`src/rtl/booth_seq_mul_ctrl.sv`:
```
// Sequential radix-4 Booth multiplier: a single carry-select adder is reused once per
// recoded multiplier digit, N/2 iterations per product, valid/ready on both sides.

module booth_csa #(
    parameter int W   = 24,
    parameter int BLK = 4
) (
    input  logic [W-1:0] a_i,
    input  logic [W-1:0] b_i,
    input  logic         carry_i,
    output logic [W-1:0] s_o,
    output logic         carry_o
);
    localparam int NB = W / BLK;

    logic [NB:0] c;

    assign c[0] = carry_i;

    for (genvar g = 0; g < NB; g++) begin : g_blk
        logic [BLK:0] r0;
        logic [BLK:0] r1;
        // Both carry-in cases are summed up front; the incoming block carry only selects.
        assign r0 = {1'b0, a_i[g*BLK +: BLK]} + {1'b0, b_i[g*BLK +: BLK]};
        assign r1 = {1'b0, a_i[g*BLK +: BLK]} + {1'b0, b_i[g*BLK +: BLK]} + (BLK+1)'(1);
        assign s_o[g*BLK +: BLK] = c[g] ? r1[BLK-1:0] : r0[BLK-1:0];
        assign c[g+1]            = c[g] ? r1[BLK]     : r0[BLK];
    end

    assign carry_o = c[NB];
endmodule

module booth_seq_mul_ctrl #(
    parameter int N       = 20,
    parameter int sizeRCA = 4
) (
    input  logic           clk,
    input  logic           rst,
    input  logic           in_valid,
    output logic           in_ready,
    input  logic [N-1:0]   A,
    input  logic [N-1:0]   B,
    output logic           out_valid,
    input  logic           out_ready,
    output logic [2*N-1:0] P
);
    localparam int W  = N + 4;
    localparam int AW = 2 * N + 5;
    localparam int CW = $clog2(N / 2) + 1;

    if ((N % 2) != 0) begin : g_bad_n
        $error("booth_seq_mul_ctrl: N must be even");
    end
    if ((W % sizeRCA) != 0) begin : g_bad_rca
        $error("booth_seq_mul_ctrl: N+4 must be a multiple of sizeRCA");
    end

    typedef enum logic [1:0] {IDLE, BUSY, DONE} state_t;

    state_t          state_q, state_d;
    logic [AW-1:0]   acc_q, acc_d, acc_next;
    logic [W-1:0]    mcand_q, mcand_d;
    logic [CW-1:0]   cnt_q, cnt_d;
    logic [2*N-1:0]  p_q, p_d;
    logic            live_q;
    logic [W-1:0]    addend;
    logic            add_cin;
    logic [W-1:0]    csa_sum;
    logic            csa_cout_unused;

    // Booth digit select; negative digits use ~multiple plus carry-in for two's complement.
    always_comb begin
        // NOTE: every combinational output gets a default first so no path infers a latch.
        addend  = '0;
        add_cin = 1'b0;
        unique case (acc_q[2:0])
            3'b001, 3'b010: addend = mcand_q;
            3'b011:         addend = {mcand_q[W-2:0], 1'b0};
            3'b100: begin
                addend  = ~{mcand_q[W-2:0], 1'b0};
                add_cin = 1'b1;
            end
            3'b101, 3'b110: begin
                addend  = ~mcand_q;
                add_cin = 1'b1;
            end
            default: ;
        endcase
    end

    booth_csa #(.W(W), .BLK(sizeRCA)) u_csa (
        .a_i     (acc_q[AW-1:N+1]),
        .b_i     (addend),
        .carry_i (add_cin),
        .s_o     (csa_sum),
        .carry_o (csa_cout_unused)
    );

    // Guard bits above the product keep the arithmetic shift sign-correct.
    assign acc_next = AW'($signed({csa_sum, acc_q[N:0]}) >>> 2);

    always_comb begin
        state_d = state_q;
        acc_d   = acc_q;
        mcand_d = mcand_q;
        cnt_d   = cnt_q;
        p_d     = p_q;
        unique case (state_q)
            IDLE: begin
                if (in_valid && in_ready) begin
                    mcand_d = {{4{A[N-1]}}, A};
                    acc_d   = {{W{1'b0}}, B, 1'b0};
                    cnt_d   = '0;
                    state_d = BUSY;
                end
            end
            BUSY: begin
                acc_d = acc_next;
                cnt_d = cnt_q + CW'(1);
                if (cnt_q == CW'(N / 2 - 1)) begin
                    p_d     = acc_next[2*N:1];
                    state_d = DONE;
                end
            end
            DONE: begin
                if (out_ready) state_d = IDLE;
            end
            default: state_d = IDLE;
        endcase
    end

    // NOTE: sequential state uses non-blocking assignments so all registers update together.
    always_ff @(posedge clk or posedge rst) begin
        if (rst) begin
            state_q <= IDLE;
            acc_q   <= '0;
            mcand_q <= '0;
            cnt_q   <= '0;
            p_q     <= '0;
            live_q  <= 1'b0;
        end else begin
            state_q <= state_d;
            acc_q   <= acc_d;
            mcand_q <= mcand_d;
            cnt_q   <= cnt_d;
            p_q     <= p_d;
            live_q  <= 1'b1;
        end
    end

    // live_q holds in_ready low for the first cycle after reset is released.
    assign in_ready  = live_q && (state_q == IDLE);
    assign out_valid = (state_q == DONE);
    assign P         = p_q;
endmodule

```
`config.mk`:
```
export PLATFORM = sky130hd
export DESIGN_NAME = booth_seq_mul_ctrl
export DESIGN_NICKNAME = d
export VERILOG_FILES = /design/src/rtl/booth_seq_mul_ctrl.sv
export SDC_FILE = /design/constraint.sdc
export NUM_CORES = 1
export LEC_CHECK = 0
export CAP_MARGIN = 20
export CORE_ASPECT_RATIO = 1.4
export CORE_MARGIN = 5
export CORE_UTILIZATION = 35
export DETAILED_ROUTE_END_ITERATION = 7
export GPL_TIMING_DRIVEN = 0
export PLACE_DENSITY = 0.63
export REMOVE_ABC_BUFFERS = 1
export SLEW_MARGIN = 10
export SYNTH_ARGS = -nofsm -noshare
export SYNTH_HDL_FRONTEND = slang
export SYNTH_SLANG_ARGS = --single-unit
```
`constraint.sdc`:
```
create_clock -name clk -period 5.45 [get_ports clk]
set_input_delay 0.545 -clock clk [delete_from_list [all_inputs] [get_ports clk]]
set_output_delay 0.545 -clock clk [all_outputs]
set_load 0.01 [all_outputs]
```
==> After elaboration in Yosys (flattened, before gate mapping) <==
Cells that the tools add are included.
{ "totals": {"memories": 0, "out_inout_bits": 42, "mem_bits_rw": 0, "latchBits": 0, "rom_bits": 0, "word_cells": 65, "regBits": 113, "inputBits": 44} }
{ "op_classes": {"div": 0, "n_eq_ne": 12, "reduce_logical": 11, "n_mul": 0, "n_lt_le_gt_ge": 0, "bitwise": 2, "shifts": 0, "add_sub_neg": 13, "muxes": 21} }
{ "ops": {"columns": ["cell", "n"], "rows": [
  ["$pmux W24 S4", 1],
  ["$pmux W45 S2", 1],
  ["$not A24 Y24", 2],
  ["$mux W45", 1],
  ["$add A5 B1 Y5 const B", 6],
  ["$add A4 B4 Y5", 5],
  ["$mux W4", 6],
  ["$pmux W5 S2", 1],
  ["$eq A3 B3 Y1 const B", 3],
  ["$eq A3 B2 Y1 const B", 2],
  ["$mux W1", 6],
  ["$mux W2", 3],
  ["$pmux W2 S3", 1],
  ["$reduce_and A2 Y1", 3],
  ["$eq A5 B4 Y1 const B", 1],
  ["$mux W5", 1],
  ["$add A4 B1 Y4 const B", 1],
  ["$add A4 B4 Y4", 1],
  ["$ne A2 B2 Y1 const B", 2],
  ["$reduce_or A2 Y1", 2],
  ["$eq A3 B1 Y1 const B", 1],
  ["$reduce_and A3 Y1", 1],
  ["$reduce_or A3 Y1", 1],
  ["$eq A2 B1 Y1 const B", 1],
  ["5 further kinds", 6]
]} }

==> Longest topological paths before layout <==
{ "depth": {"word_depth": 12, "depth_mapped": 19, "ltp_nobuf": 18} }

==> By module <==
From an unflattened synthesis, not the netlist that was laid out.
{ "hier_totals": {"cells_unflattened": 558, "hier_area_um2": 6462.4} }
{ "modules_own_cells": {"columns": ["mod", "cells_each", "area_per_inst_um2", "n_inst", "seq_area_each_um2"], "rows": [
  ["booth_seq_mul_ctrl", 411, 5104.9, 1, 2777.7],
  ["booth_csa", 147, 1357.6, 1, 0.0]
]} }

==> Worst setup path after synthesis <==
Ideal clock, no wire load.
{ "synth_path": {"path_type": "register to register", "from": "register acc_q[2]", "to": "register acc_q[41]", "path_stages_with_launch": 20, "setup_time_ns": 0.082, "arrival_ns": 4.347, "n_path_buf": 2, "period_less_slack_ns": 4.429, "required_time_ns": 5.368, "slack_ns": 1.021, "path_cell_list": "dfrtp_1 -> clkbuf_1 -> clkbuf_1 -> a21oi_1 -> o22ai_1 -> a31oi_1 -> ha_1 -> inv_1 -> fa_1 -> inv_1 -> ha_1 -> o2111ai_4 -> o211ai_2 -> nor3b_2 -> mux2i_1 -> a21oi_4 -> a41o_4 -> and4b_1 -> or4_1 -> a31oi_1"} }
{ "synth_via": {"elab_chain_cells": 12, "word_cells_on_any_way": 30, "cone_classes": "add/sub (12); eq/ne (6); mux (9); reduce/logical (3)"} }
{ "synth_lines": {"columns": ["item", "line_no", "text"], "rows": [
  ["start, declared", "61", "logic [AW-1:0] acc_q, acc_d, acc_next;"],
  ["start signal, assigned", "136", "acc_q <= '0;"],
  ["start signal, assigned", "143", "acc_q <= acc_d;"],
  ["$eq A3 B3 Y1, or another cell as far along", "76", "unique case (acc_q[2:0])"],
  ["$reduce_or A2 Y1", "76", null],
  ["$pmux W24 S4", "76", null],
  ["$add A4 B4 Y5", "24, 25", null],
  ["$add A5 B1 Y5", "25", "assign r1 = {1'b0, a_i[g*BLK +: BLK]} + {1'b0, b_i[g*BLK +: BLK]} + (BLK+1)'(1);"],
  ["$mux W1 (5 in a row)", "27", "assign c[g+1] = c[g] ? r1[BLK] : r0[BLK];"],
  ["$mux W4 *", "26", "assign s_o[g*BLK +: BLK] = c[g] ? r1[BLK-1:0] : r0[BLK-1:0];"],
  ["$pmux W45 S2 *", "108", "unique case (state_q)"]
]} }
Mark *: on every way between the ends. The rest lies on a longest branch, timed or not.
A chain may end at the register's enable or synchronous reset.

==> Worst setup path after layout <==
Ends and elaborated chain as after synthesis.

==> PnR_summary.wiki <==
{| class="wikitable"
! Metric !! Value
|-
| Critical path class || reg -> reg
|-
| Post-synthesis share of cell area spent on and, or, nand and nor gates || 0.161
|-
| Latest clock arrival within the worst-skew pair || 360 ps
|-
| Share of async-settable or async-resettable flops after synthesis || 1.00
|-
| Hold Violations, Final || 0
|-
| Maximum number of pins on one net before global-route repair || 78
|-
| FF/Latch Area || 0.00278 mm^2
|-
| Overall die area || 0.0206 mm^2
|-
| Number of gates resized after cts || 0
|-
| TritonCTS clock tree || yes
|-
| Run status || finished, final reports clean
|-
| Amount of wire on met2 after detailed routing || 7600 um
|-
| Final period demand of the worst path || 4910 ps
|-
| Synth-to-layout area growth || 22.8%
|-
| Initial standard-cell utilization of the core || 0.357
|-
| Total number of vias || 4744
|-
| Number of buffers inserted by post-CTS setup repair || 0
|-
| Setup repair after global routing missed its margin || false
|-
| Clock skew || 10.5 ps
|-
| Placed wire-length estimate after detailed placement || 9960 um
|-
| Critical path endpoint category || flip-flop
|-
| Post-route met1 wirelength || 6240 um
|-
| Primary FF master, synth || sky130_fd_sc_hd__dfrtp_1
|-
| Main area contributors after synthesis || sky130_fd_sc_hd__dfrtp_1 45%, sky130_fd_sc_hd__nand2_1 7.5%, sky130_fd_sc_hd__ha_1 5.8%, sky130_fd_sc_hd__o21ai_0 5.3%, sky130_fd_sc_hd__xor2_1 4.8%
|-
| Overflow left after global routing || 0
|-
| Area occupied by multi-input gates || 0.00328 mm^2
|-
| Cts-stage hold buffer count || 0
|-
| Fraction of layout instances using a drive strength above 1 || 0.0864
|-
| Endpoint required time on the critical path || 5730 ps
|-
| Share of the synthesized area in compound gates (AO/OA/AOI/OAI) || 0.161
|-
| Via count of the first global-routing pass || 5025
|-
| Final setup violating endpoints || 0
|-
| Number of buffer cells added on primary ports || 85
|-
| Max Fanout on Critical Path || 19
|-
| Wire length of the first global-routing pass || 25000 um
|-
| Warnings from Yosys || 0
|-
| Total Routing Usage GR || 0.151
|-
| Adder and majority gate portion of the synthesized area || 0.0807
|-
| Register bit total from synthesis || 111
|-
| Multiplexer area fraction after synthesis || 0.0456
|-
| Num CTS Buffers || 9
|-
| Dominant cell type by area after synthesis || sky130_fd_sc_hd__dfrtp_1
|-
| DIE HEIGHT || 168 um
|-
| FMAX || 0.204 GHz
|-
| Post-route ant nets || 0
|-
| Width of the die || 123 um
|-
| Xor-xnor portion of the synthesized cell area || 0.0713
|-
| Clock tree sinks || 111
|-
| Highest metal layer with signal wires || met4
|-
| Distinct cell type count after synthesis || 61
|-
| Max Buffers Root-to-Sink || 2
|-
| Final count of pins violating max slew || 0
|-
| EDFF count, synth || 0
|-
| Gate Count Post-Synth || 646
|-
| CTS H-tree lvls || 3
|-
| Avg WL per Cell || 15.2 um
|-
| Placement row count || 57
|-
| Arrival @ worst endpoint || 5190 ps
|-
| Main combinational cell family by area after synthesis || simple AND/OR/NAND/NOR gates
|-
| Starting DRT DRC Count || 190
|-
| Number of cells on the worst hold path || 2
|-
| Area share of the leading cell type in the synthesized netlist || 0.446
|-
| Worst-path clk slew || 80 ps
|-
| Sequential area share after synthesis || 0.446
|-
| Hold WC Path Type || reg -> reg
|-
| Critical register-to-register path startpoint || acc_q[2]
|-
| Boundary Pins || 86
|-
| Detailed-routed wire length on met3 || 462 um
|-
| Hold path endpoint || P[22]
|-
| Initial antenna violation count || 0
|-
| Startpoint of the tightest hold check path || P[22]
|-
| Antenna Diode Count || 0
|-
| Root Buffer || sky130_fd_sc_hd__clkbuf_16
|-
| Via count normalized by instance count || 4.97
|-
| Routability congestion estimate || 0.728
|-
| Routed wire length || 14500 um
|-
| Max transition margin || 0.463
|-
| Remaining design rule violation count || 0
|-
| Iteration count of the initial detailed-routing pass || 4
|-
| Cell area after technology mapping || 0.00623 mm^2
|-
| Setup TNS Final || 0 ps
|-
| Period utilization || 0.900
|-
| Final nets || 793
|-
| Startpoint class of the critical path || flip-flop
|-
| Register-to-Register Setup Slack || 540 ps
|-
| Fill cell instance count of the final layout || 1739
|-
| Core Region || 0.0175 mm^2
|-
| Tightest Pin Transition || 806 ps
|-
| Mean cell area of the mapped netlist || 9.65 um^2
|-
| FF-to-FF End || acc_q[41]
|-
| Path depth of the worst reg2reg path || 16
|-
| Maximum Capacitance Violations || 0
|}
## worst max-delay path: stages (launching register included)
cell and delay [ps]:
sky130_fd_sc_hd__dfrtp_1 680, sky130_fd_sc_hd__buf_8 310, sky130_fd_sc_hd__nand2_2 300, sky130_fd_sc_hd__nor2_1 70, sky130_fd_sc_hd__a221oi_1 390, sky130_fd_sc_hd__fa_1 500
sky130_fd_sc_hd__inv_1 110, sky130_fd_sc_hd__ha_1 230, sky130_fd_sc_hd__o2111ai_4 140, sky130_fd_sc_hd__o211ai_2 210, sky130_fd_sc_hd__nor3b_2 300, sky130_fd_sc_hd__mux2i_1 330
sky130_fd_sc_hd__a21oi_4 140, sky130_fd_sc_hd__a41o_4 300, sky130_fd_sc_hd__and4b_1 260, sky130_fd_sc_hd__or4_1 410, sky130_fd_sc_hd__a31oi_1 160
## synth_stat cells (14+ instances only)
cell type and n:
sky130_fd_sc_hd__dfrtp_1 111, sky130_fd_sc_hd__o21ai_0 66, sky130_fd_sc_hd__nand3_1 29, sky130_fd_sc_hd__clkbuf_1 30, sky130_fd_sc_hd__a31oi_1 14, sky130_fd_sc_hd__nand2_1 124
sky130_fd_sc_hd__mux2_2 19, sky130_fd_sc_hd__a22oi_1 19, sky130_fd_sc_hd__ha_1 29, sky130_fd_sc_hd__nor2_1 36, sky130_fd_sc_hd__inv_1 19, sky130_fd_sc_hd__xor2_1 34
## sequential cells by signal (all words and copies together) (netlist names)
register / cells
acc_q: 43
state_q: 2
live_q: 1
cnt_q: 5
P: 40
mcand_q: 20
## per-stage QoR
stage	std cells	setup slack, ps	utilization	hold WS (ps)	area [um^2]
4_1_cts	954	249	0.437	487	7640
5_1_grt	954	152	0.438	517	7650
3_3_place_gp	933	-262	0.414	464	7240
2_1_floorplan	612	736	-	458	6100
6_report	954	543	0.438	477	7650
3_5_place_dp	938	267	0.421	471	7360
## routing by layer
| metal | track usage | up-vias |
|---|---|---|
| met5 | 0 | - |
| met4 | 0.0585 | 0 |
| met3 | 0.0235 | 17 |
| met2 | 0.268 | 66 |
| met1 | 0.181 | 2281 |
| li1 | - | 2380 |
## layout make-up
type,instances,area share
inverters,19,0.00998
flip-flops and latches,111,0.363
multi-input cells,482,0.429
repair buffers,90,0.122
clock inverters,7,0.00752
clock buffers,9,0.0294
well taps,236,0.0386
## layout by cell type, fill, tap and decap left out, types with 2 or more instances in the layout
cell and instances:
sky130_fd_sc_hd__clkdlybuf4s50_1 85, sky130_fd_sc_hd__clkbuf_16 9, sky130_fd_sc_hd__nand4_1 7, sky130_fd_sc_hd__xor2_1 33, sky130_fd_sc_hd__a21oi_1 10, sky130_fd_sc_hd__o22ai_1 7, sky130_fd_sc_hd__clkinv_4 3, sky130_fd_sc_hd__a31oi_1 14
sky130_fd_sc_hd__nand2b_1 2, sky130_fd_sc_hd__buf_6 2, sky130_fd_sc_hd__o21ai_1 5, sky130_fd_sc_hd__mux2i_1 7, sky130_fd_sc_hd__nor4b_1 2, sky130_fd_sc_hd__mux2_2 19, sky130_fd_sc_hd__and2_2 2, sky130_fd_sc_hd__fa_1 7
sky130_fd_sc_hd__a22oi_1 19, sky130_fd_sc_hd__nand2_2 2, sky130_fd_sc_hd__a41oi_1 2, sky130_fd_sc_hd__xnor2_1 11, sky130_fd_sc_hd__ha_1 29, sky130_fd_sc_hd__nor2b_1 3, sky130_fd_sc_hd__nand2_1 121, sky130_fd_sc_hd__dfrtp_1 111
sky130_fd_sc_hd__clkinvlp_4 2, sky130_fd_sc_hd__and3_1 3, sky130_fd_sc_hd__a21o_1 9, sky130_fd_sc_hd__inv_1 18, sky130_fd_sc_hd__o31ai_1 2, sky130_fd_sc_hd__o21ai_0 66, sky130_fd_sc_hd__nand3_1 29, sky130_fd_sc_hd__nor2_1 35
## how the worst max path moves through the flow
| stage | from | cells after the start | slack (ps) | end |
|---|---|---|---|---|
| 4_1_cts | acc_q[2] | 16 | 250 | acc_q[41] |
| 2_1_floorplan | acc_q[2] | 14 | 740 | acc_q[41] |
| 6_report | acc_q[2] | 16 | 540 | acc_q[41] |
| 5_1_grt | acc_q[2] | 16 | 150 | acc_q[41] |
| 3_3_place_gp | acc_q[2] | 15 | -260 | P[38] |
| 3_5_place_dp | acc_q[2] | 16 | 270 | acc_q[41] |
## cells by family after synthesis
family	Yosys count
other	1
adders and majority gates	36
muxes	26
buffers and inverters	53
DFF	111
and+or+nand+nor	222
xor gates and xnor gates	47
AOI/OAI and AO/OA	150
Power is not shown: default switching activity piles up to over one toggle a cycle in this logic, so the estimate is an artifact.
